==> src/rtl/fso_pkg.sv <==
// Shared constants and types for the FSO link deframer: sync word, PRBS15
// descrambler parameters, header field widths and the delineation states.
package fso_pkg;

    localparam logic [31:0] SYNC_WORD = 32'h1ACF_FC1D;

    localparam int          PRBS_W     = 15;
    localparam logic [14:0] PRBS_SEED  = 15'h7FFF;
    localparam int          PRBS_TAP_A = 14;
    localparam int          PRBS_TAP_B = 13;

    localparam int HDR_FIB_W = 16;
    localparam int HDR_BID_W = 16;

    typedef enum logic [1:0] {
        SEARCH   = 2'd0,
        HDR      = 2'd1,
        PLD      = 2'd2,
        SYNC_CHK = 2'd3
    } state_e;

endpackage

==> src/rtl/fso_descrambler.sv <==
// PRBS15 (x^15+x^14+1) descrambler for one 32-bit word, fully unrolled.
// The first generated bit lands on data bit 31; the caller holds the state.
module fso_descrambler
    import fso_pkg::*;
(
    input  logic [PRBS_W-1:0] i_state,
    input  logic [31:0]       i_data,
    output logic [PRBS_W-1:0] o_state,
    output logic [31:0]       o_data
);

    logic [PRBS_W-1:0] s;
    logic              fb;

    always_comb begin
        s      = i_state;
        fb     = 1'b0;
        o_data = i_data;
        for (int i = 31; i >= 0; i--) begin
            fb        = s[PRBS_TAP_A] ^ s[PRBS_TAP_B];
            o_data[i] = i_data[i] ^ fb;
            s         = {s[PRBS_W-2:0], fb};
        end
        o_state = s;
    end

endmodule

==> src/rtl/fso_deframer.sv <==
// RX frame delineator: hunts the sync word, keeps lock with a flywheel,
// parses the header and hands descrambled payload words downstream.
module fso_deframer
    import fso_pkg::*;
#(
    parameter int W                = 32,
    parameter int PAYLOAD_WORDS    = 16,
    parameter int FRAMES_PER_BLOCK = 255,
    parameter int LOCK_FRAMES      = 3,
    parameter int LOSS_FRAMES      = 4
) (
    input  logic         clk,
    input  logic         rst_n,
    input  logic [W-1:0] i_rx_data,
    input  logic         i_rx_valid,
    output logic         o_rx_ready,
    input  logic         descrambler_en,
    output logic [W-1:0] o_payload_data,
    output logic         o_payload_valid,
    input  logic         i_payload_ready,
    output logic         o_payload_block_start,
    output logic         o_locked,
    output logic [15:0]  o_frame_in_block,
    output logic [15:0]  o_block_id,
    output logic [15:0]  o_sync_err_cnt
);

    localparam int WCNT_W = (PAYLOAD_WORDS > 1) ? $clog2(PAYLOAD_WORDS) : 1;

    state_e               state_q, state_d;
    logic                 locked_q, locked_d;
    logic [3:0]           good_cnt_q, good_cnt_d, miss_cnt_q, miss_cnt_d;
    logic [WCNT_W-1:0]    wcnt_q, wcnt_d;
    logic [PRBS_W-1:0]    lfsr_q, lfsr_d, lfsr_nxt;
    logic [W-1:0]         pdata_q, pdata_d, descr_data;
    logic                 pvalid_q, pvalid_d, pbs_q, pbs_d;
    logic [HDR_BID_W-1:0] block_id_q, block_id_d;
    logic [HDR_FIB_W-1:0] fib_q, fib_d;
    logic [15:0]          err_q, err_d;

    logic       accept, sync_match, hdr_bad, pld_last, loss;
    logic [3:0] good_inc, miss_inc;

    assign o_rx_ready = !pvalid_q || i_payload_ready;
    assign accept     = i_rx_valid && o_rx_ready;
    assign sync_match = (i_rx_data == SYNC_WORD);
    assign hdr_bad    = i_rx_data[HDR_FIB_W-1:0] >= HDR_FIB_W'(FRAMES_PER_BLOCK);
    assign pld_last   = (wcnt_q == WCNT_W'(PAYLOAD_WORDS - 1));
    assign good_inc   = (good_cnt_q == 4'hF) ? good_cnt_q : good_cnt_q + 4'd1;
    assign miss_inc   = (miss_cnt_q == 4'hF) ? miss_cnt_q : miss_cnt_q + 4'd1;
    assign loss       = locked_q && (miss_inc >= 4'(LOSS_FRAMES));

    assign o_payload_data        = pdata_q;
    assign o_payload_valid       = pvalid_q;
    assign o_payload_block_start = pbs_q;
    assign o_locked              = locked_q;
    assign o_block_id            = block_id_q;
    assign o_frame_in_block      = fib_q;
    assign o_sync_err_cnt        = err_q;

    fso_descrambler u_descr (
        .i_state (lfsr_q),
        .i_data  (i_rx_data),
        .o_state (lfsr_nxt),
        .o_data  (descr_data)
    );

    always_ff @(posedge clk or negedge rst_n) begin
        if (!rst_n) begin
            state_q    <= SEARCH;
            locked_q   <= 1'b0;
            good_cnt_q <= '0;
            miss_cnt_q <= '0;
            wcnt_q     <= '0;
            lfsr_q     <= '0;
            pdata_q    <= '0;
            pvalid_q   <= 1'b0;
            pbs_q      <= 1'b0;
            block_id_q <= '0;
            fib_q      <= '0;
            err_q      <= '0;
        end else begin
            state_q    <= state_d;
            locked_q   <= locked_d;
            good_cnt_q <= good_cnt_d;
            miss_cnt_q <= miss_cnt_d;
            wcnt_q     <= wcnt_d;
            lfsr_q     <= lfsr_d;
            pdata_q    <= pdata_d;
            pvalid_q   <= pvalid_d;
            pbs_q      <= pbs_d;
            block_id_q <= block_id_d;
            fib_q      <= fib_d;
            err_q      <= err_d;
        end
    end

    always_comb begin
        state_d = state_q;
        if (accept) begin
            case (state_q)
                SEARCH:   if (sync_match) state_d = HDR;
                HDR:      state_d = hdr_bad ? SEARCH : PLD;
                PLD:      if (pld_last) state_d = SYNC_CHK;
                // A missed sync while locked is flywheeled as if it were the sync
                SYNC_CHK: state_d = (sync_match || (locked_q && !loss)) ? HDR : SEARCH;
                default:  state_d = SEARCH;
            endcase
        end
    end

    always_comb begin
        locked_d   = locked_q;
        good_cnt_d = good_cnt_q;
        miss_cnt_d = miss_cnt_q;
        wcnt_d     = wcnt_q;
        lfsr_d     = lfsr_q;
        pdata_d    = pdata_q;
        pvalid_d   = pvalid_q;
        pbs_d      = pbs_q;
        block_id_d = block_id_q;
        fib_d      = fib_q;
        err_d      = err_q;
        if (pvalid_q && i_payload_ready) begin
            pvalid_d = 1'b0;
            pbs_d    = 1'b0;
        end
        if (accept) begin
            case (state_q)
                SEARCH: if (sync_match) good_cnt_d = 4'd1;
                HDR: begin
                    if (hdr_bad) begin
                        locked_d   = 1'b0;
                        good_cnt_d = '0;
                        miss_cnt_d = '0;
                    end else begin
                        block_id_d = i_rx_data[W-1 -: HDR_BID_W];
                        fib_d      = i_rx_data[HDR_FIB_W-1:0];
                        wcnt_d     = '0;
                        lfsr_d     = PRBS_SEED;
                    end
                end
                PLD: begin
                    wcnt_d = wcnt_q + 1'b1;
                    lfsr_d = lfsr_nxt;
                    if (locked_q) begin
                        pdata_d  = descrambler_en ? descr_data : i_rx_data;
                        pvalid_d = 1'b1;
                        pbs_d    = (fib_q == '0) && (wcnt_q == '0);
                    end
                end
                SYNC_CHK: begin
                    if (sync_match) begin
                        miss_cnt_d = '0;
                        if (!locked_q) begin
                            good_cnt_d = good_inc;
                            if (good_inc >= 4'(LOCK_FRAMES)) locked_d = 1'b1;
                        end
                    end else begin
                        err_d = (err_q == 16'hFFFF) ? err_q : err_q + 16'd1;
                        if (locked_q) begin
                            miss_cnt_d = loss ? 4'd0 : miss_inc;
                            if (loss) locked_d = 1'b0;
                        end else begin
                            good_cnt_d = '0;
                        end
                    end
                end
                default: ;
            endcase
        end
    end

endmodule

==> config.mk <==
export PLATFORM = sky130hd
export DESIGN_NAME = fso_deframer
export DESIGN_NICKNAME = d
export VERILOG_FILES = /design/src/rtl/fso_pkg.sv /design/src/rtl/fso_descrambler.sv /design/src/rtl/fso_deframer.sv
export SDC_FILE = /design/constraint.sdc
export NUM_CORES = 1
export LEC_CHECK = 0
export ABC_CLOCK_PERIOD_IN_PS = 2400
export CELL_PAD_IN_SITES_DETAIL_PLACEMENT = 0
export CELL_PAD_IN_SITES_GLOBAL_PLACEMENT = 1
export CORE_AREA = 2 2 150 152
export CTS_CLUSTER_SIZE = 16
export DETAILED_ROUTE_END_ITERATION = 12
export DIE_AREA = 0 0 152 154
export PLACE_DENSITY = 0.53
export SYNTH_ARGS = -nofsm -noshare
export SYNTH_HDL_FRONTEND = slang
export SYNTH_SLANG_ARGS = --single-unit
==> constraint.sdc <==
create_clock -name clk -period 2.4 [get_ports clk]
set_clock_uncertainty 0.1 [all_clocks]
set_input_delay 0.6 -clock clk [delete_from_list [all_inputs] [get_ports clk]]
set_output_delay 0.6 -clock clk [all_outputs]
set_load 0.005 [all_outputs]
==> flow_summary.json <==
{
  "final_util_pct": 35.68,
  "drive_gt1_share_pct": 21.38,
  "ys_async_sr_fraction_pct": 100.0,
  "die_w_microns": 152,
  "worst-endpoint-arrival_ps": 2460,
  "setup_viol": 0,
  "wl_per_cell_microns": 16.39,
  "clkSlewWorstSetupHoldPaths_ps": 70,
  "crit_path_end_kind": "register",
  "ctsHoldBuffers": 0,
  "r2r_setup_slack_ps": 390,
  "ys.flop_type": "dfrtp_1",
  "hold_class": "primary input to asynchronous set/reset pin",
  "r2r_end": "o_sync_err_cnt[12]",
  "start_util_pct": 24.85,
  "cpLargestDelayFamily": "buffers and inverters",
  "max_cap_viol_count": 0,
  "status": "finished clean",
  "numCtsBuffers": 9,
  "dpl.cell_count": 944,
  "p_total_mw": 4.046,
  "avgSynthCellArea_sq_um": 10.57,
  "nNetsFinal": 721,
  "coreArea_sq_um": 21690,
  "die_area_sq_um": 23410,
  "dpl_worst_slack_ps": -650.7,
  "vdd_drop_max_mv": 0.3349,
  "cp_max_fo": 30,
  "grt_max_degree": 48,
  "worstSetupPathType": "primary input to register",
  "syn_area_sq_um": 5390,
  "drc": 0,
  "antenna_found_initial": 1,
  "grt_pass1_vias": 4446,
  "syn_nets": 552,
  "dpl_cell_area_sq_um": 7360,
  "cts_tree": "built",
  "track_usage_pct": 13.72,
  "power_density_nw_per_um2": 522.9,
  "num_rows": 54,
  "fmaxAchievable_mhz": 431.2,
  "clk_latency_ps": 360,
  "worst-path-buf-inv": 3,
  "ios": 121,
  "finalMaxSlewViolations": 0,
  "grt_pass1_wl_microns": 25470,
  "clock_path_buffers": 2,
  "slowest_delay_ps": 440,
  "cts-root-buf": "clkbuf_16",
  "ant_nets": 0,
  "period_needed_ps": 2319,
  "place_congestion": 0.8168,
  "post-route-period-util_pct": 96.63,
  "slowest_stage": "clkdlybuf4s50_1",
  "yosysWarnings": 0,
  "hpwlAfterDp_microns": 11840,
  "crit_chain": "clkdlybuf4s50_1 > nor4_2 > o2111ai_2 > buf_4 > nor2_4 > buf_12 > mux2_2",
  "yosysUniqueCellTypes": 45,
  "port_buffers": 120,
  "grt-ovfl-total": 0,
  "relSlewSlack_pct": 67.75,
  "rr_worst_depth": 7,
  "worstMarginPinSlew_ps": 483.8,
  "setup_tns_ps": 0,
  "vias_per_cell": 4.450,
  "p_leak_nw": 3.486,
  "synth_edf_count": 0,
  "first_pass_iters": 4,
  "hold_ws_ps": 99.50,
  "synthCells": 510,
  "numClockSinks": 112,
  "final_area_sq_um": 7737,
  "dr_total_vias": 4294,
  "required_ps": 2550,
  "finalWorstSetupSlack_ps": 80.89,
  "wirelength_microns": 15810,
  "finalHoldViolCount": 0,
  "drt_iter0_drc": 260,
  "fin_cells": 965,
  "critPathLaunchType": "primary input",
  "die_h_microns": 154,
  "ys_seq_area_share_pct": 52.00,
  "htree_num_levels": 3,
  "syn_to_final_growth_pct": 43.55,
  "synth-seq-cells": 112
}
cells in the final DEF, fill, tap and decap left out, types with 5 or more instances in the layout:
| cell | count |
|---|---|
| a31oi_1 | 15 |
| and3_1 | 5 |
| buf_4 | 63 |
| clkbuf_16 | 9 |
| clkbuf_2 | 5 |
| clkdlybuf4s50_1 | 99 |
| dfrtp_1 | 112 |
| dlygate4sd2_1 | 8 |
| dlymetal6s2s_1 | 5 |
| ha_1 | 5 |
| inv_1 | 7 |
| mux2_2 | 37 |
| nand2_1 | 44 |
| nand3_1 | 15 |
| nand4_1 | 11 |
| nor2_1 | 57 |
| nor2b_1 | 11 |
| o21ai_0 | 26 |
| xnor2_1 | 51 |
| xor2_1 | 30 |
timing repair:
item,CTS,global route
hold endpoints to repair,0,0
setup buffers,2,1
pin swaps,7,8
cloned,1,0
setup endpoints to repair,64,27
gates resized for setup,31,19
Yosys cell counts, types with 2 or more instances:
library cell	count	share of area, %
a21oi_1	4	0.37
a31oi_1	15	1.7
and3_1	5	0.58
buf_1	2	0.14
buf_2	7	0.65
clkbuf_1	23	1.6
dfrtp_1	112	52
ha_1	5	1.2
inv_1	7	0.49
mux2_2	38	7.9
mux2i_1	2	0.37
nand2_1	45	3.1
nand2b_1	2	0.23
nand3_1	15	1.4
nand4_1	11	1.3
nand4b_1	3	0.49
nor2_1	57	4.0
nor2b_1	11	1.3
nor3_1	4	0.37
nor4_1	6	0.70
nor4b_1	2	0.33
o2111ai_1	2	0.33
o21ai_0	27	2.5
o22ai_1	2	0.23
o31ai_1	2	0.28
or2_2	2	0.23
or4b_1	2	0.37
xnor2_1	51	8.3
xor2_1	30	4.9
worst max-delay path by stage:
stage                   from             to  slack, ps  cells after the start
3_5_place_dp   i_rx_data[31]  miss_cnt_q[0]       -650                      9
3_3_place_gp   i_rx_data[31]  good_cnt_q[3]       -600                      8
6_report       i_rx_data[10]  o_block_id[3]         80                      7
2_1_floorplan  i_rx_data[31]  good_cnt_q[3]         20                      5
4_1_cts        i_rx_data[29]  good_cnt_q[3]         20                      8
5_1_grt        i_rx_data[31]  good_cnt_q[1]         -4                      9
flip-flops by register name, indices dropped and copies added, names as in the netlist, named ones only:
signal                 count
state_q                    1
wcnt_q                     4
o_block_id                16
good_cnt_q                 4
miss_cnt_q                 4
o_payload_data            32
o_payload_valid            1
lfsr_q                    15
o_sync_err_cnt            16
o_frame_in_block          16
o_locked                   1
o_payload_block_start      1
logic make-up after synthesis:
family | after synthesis | share of synthesized area (%)
and+or+nand+nor | 174 | 15.81
DFF | 112 | 52.00
adders and majority gates | 5 | 1.161
buffers and inverters | 41 | 3.157
AOI/OAI and AO/OA | 57 | 6.407
muxes | 40 | 8.310
xor gates and xnor gates | 81 | 13.16
power by group:
part           internal [mW]  switching [mW]
combinational          0.293           0.287
sequential              1.93          0.0812
clock                  0.731           0.725
total                   2.95            1.09
per-layer routing:
layer | GRT usage [%] | part of all wire, %
met1 | 17.10 | 44
met3 | 3.382 | 5.0
met4 | 4.495 | 1.6
met5 | 0 | 0
met2 | 23.34 | 49
cell type report:
cell class	instances	area, sq um
Fill cell	2179	13950
Sequential cell	112	2803
Multi-Input combinational cell	357	2506
Timing Repair Buffer	191	1772
Tap cell	280	350.3
Clock buffer	11	242.7
Inverter	8	30.03
Clock inverter	4	28.78
Antenna cell	2	5.005
Note: power is estimated with default switching activity, not from simulation.
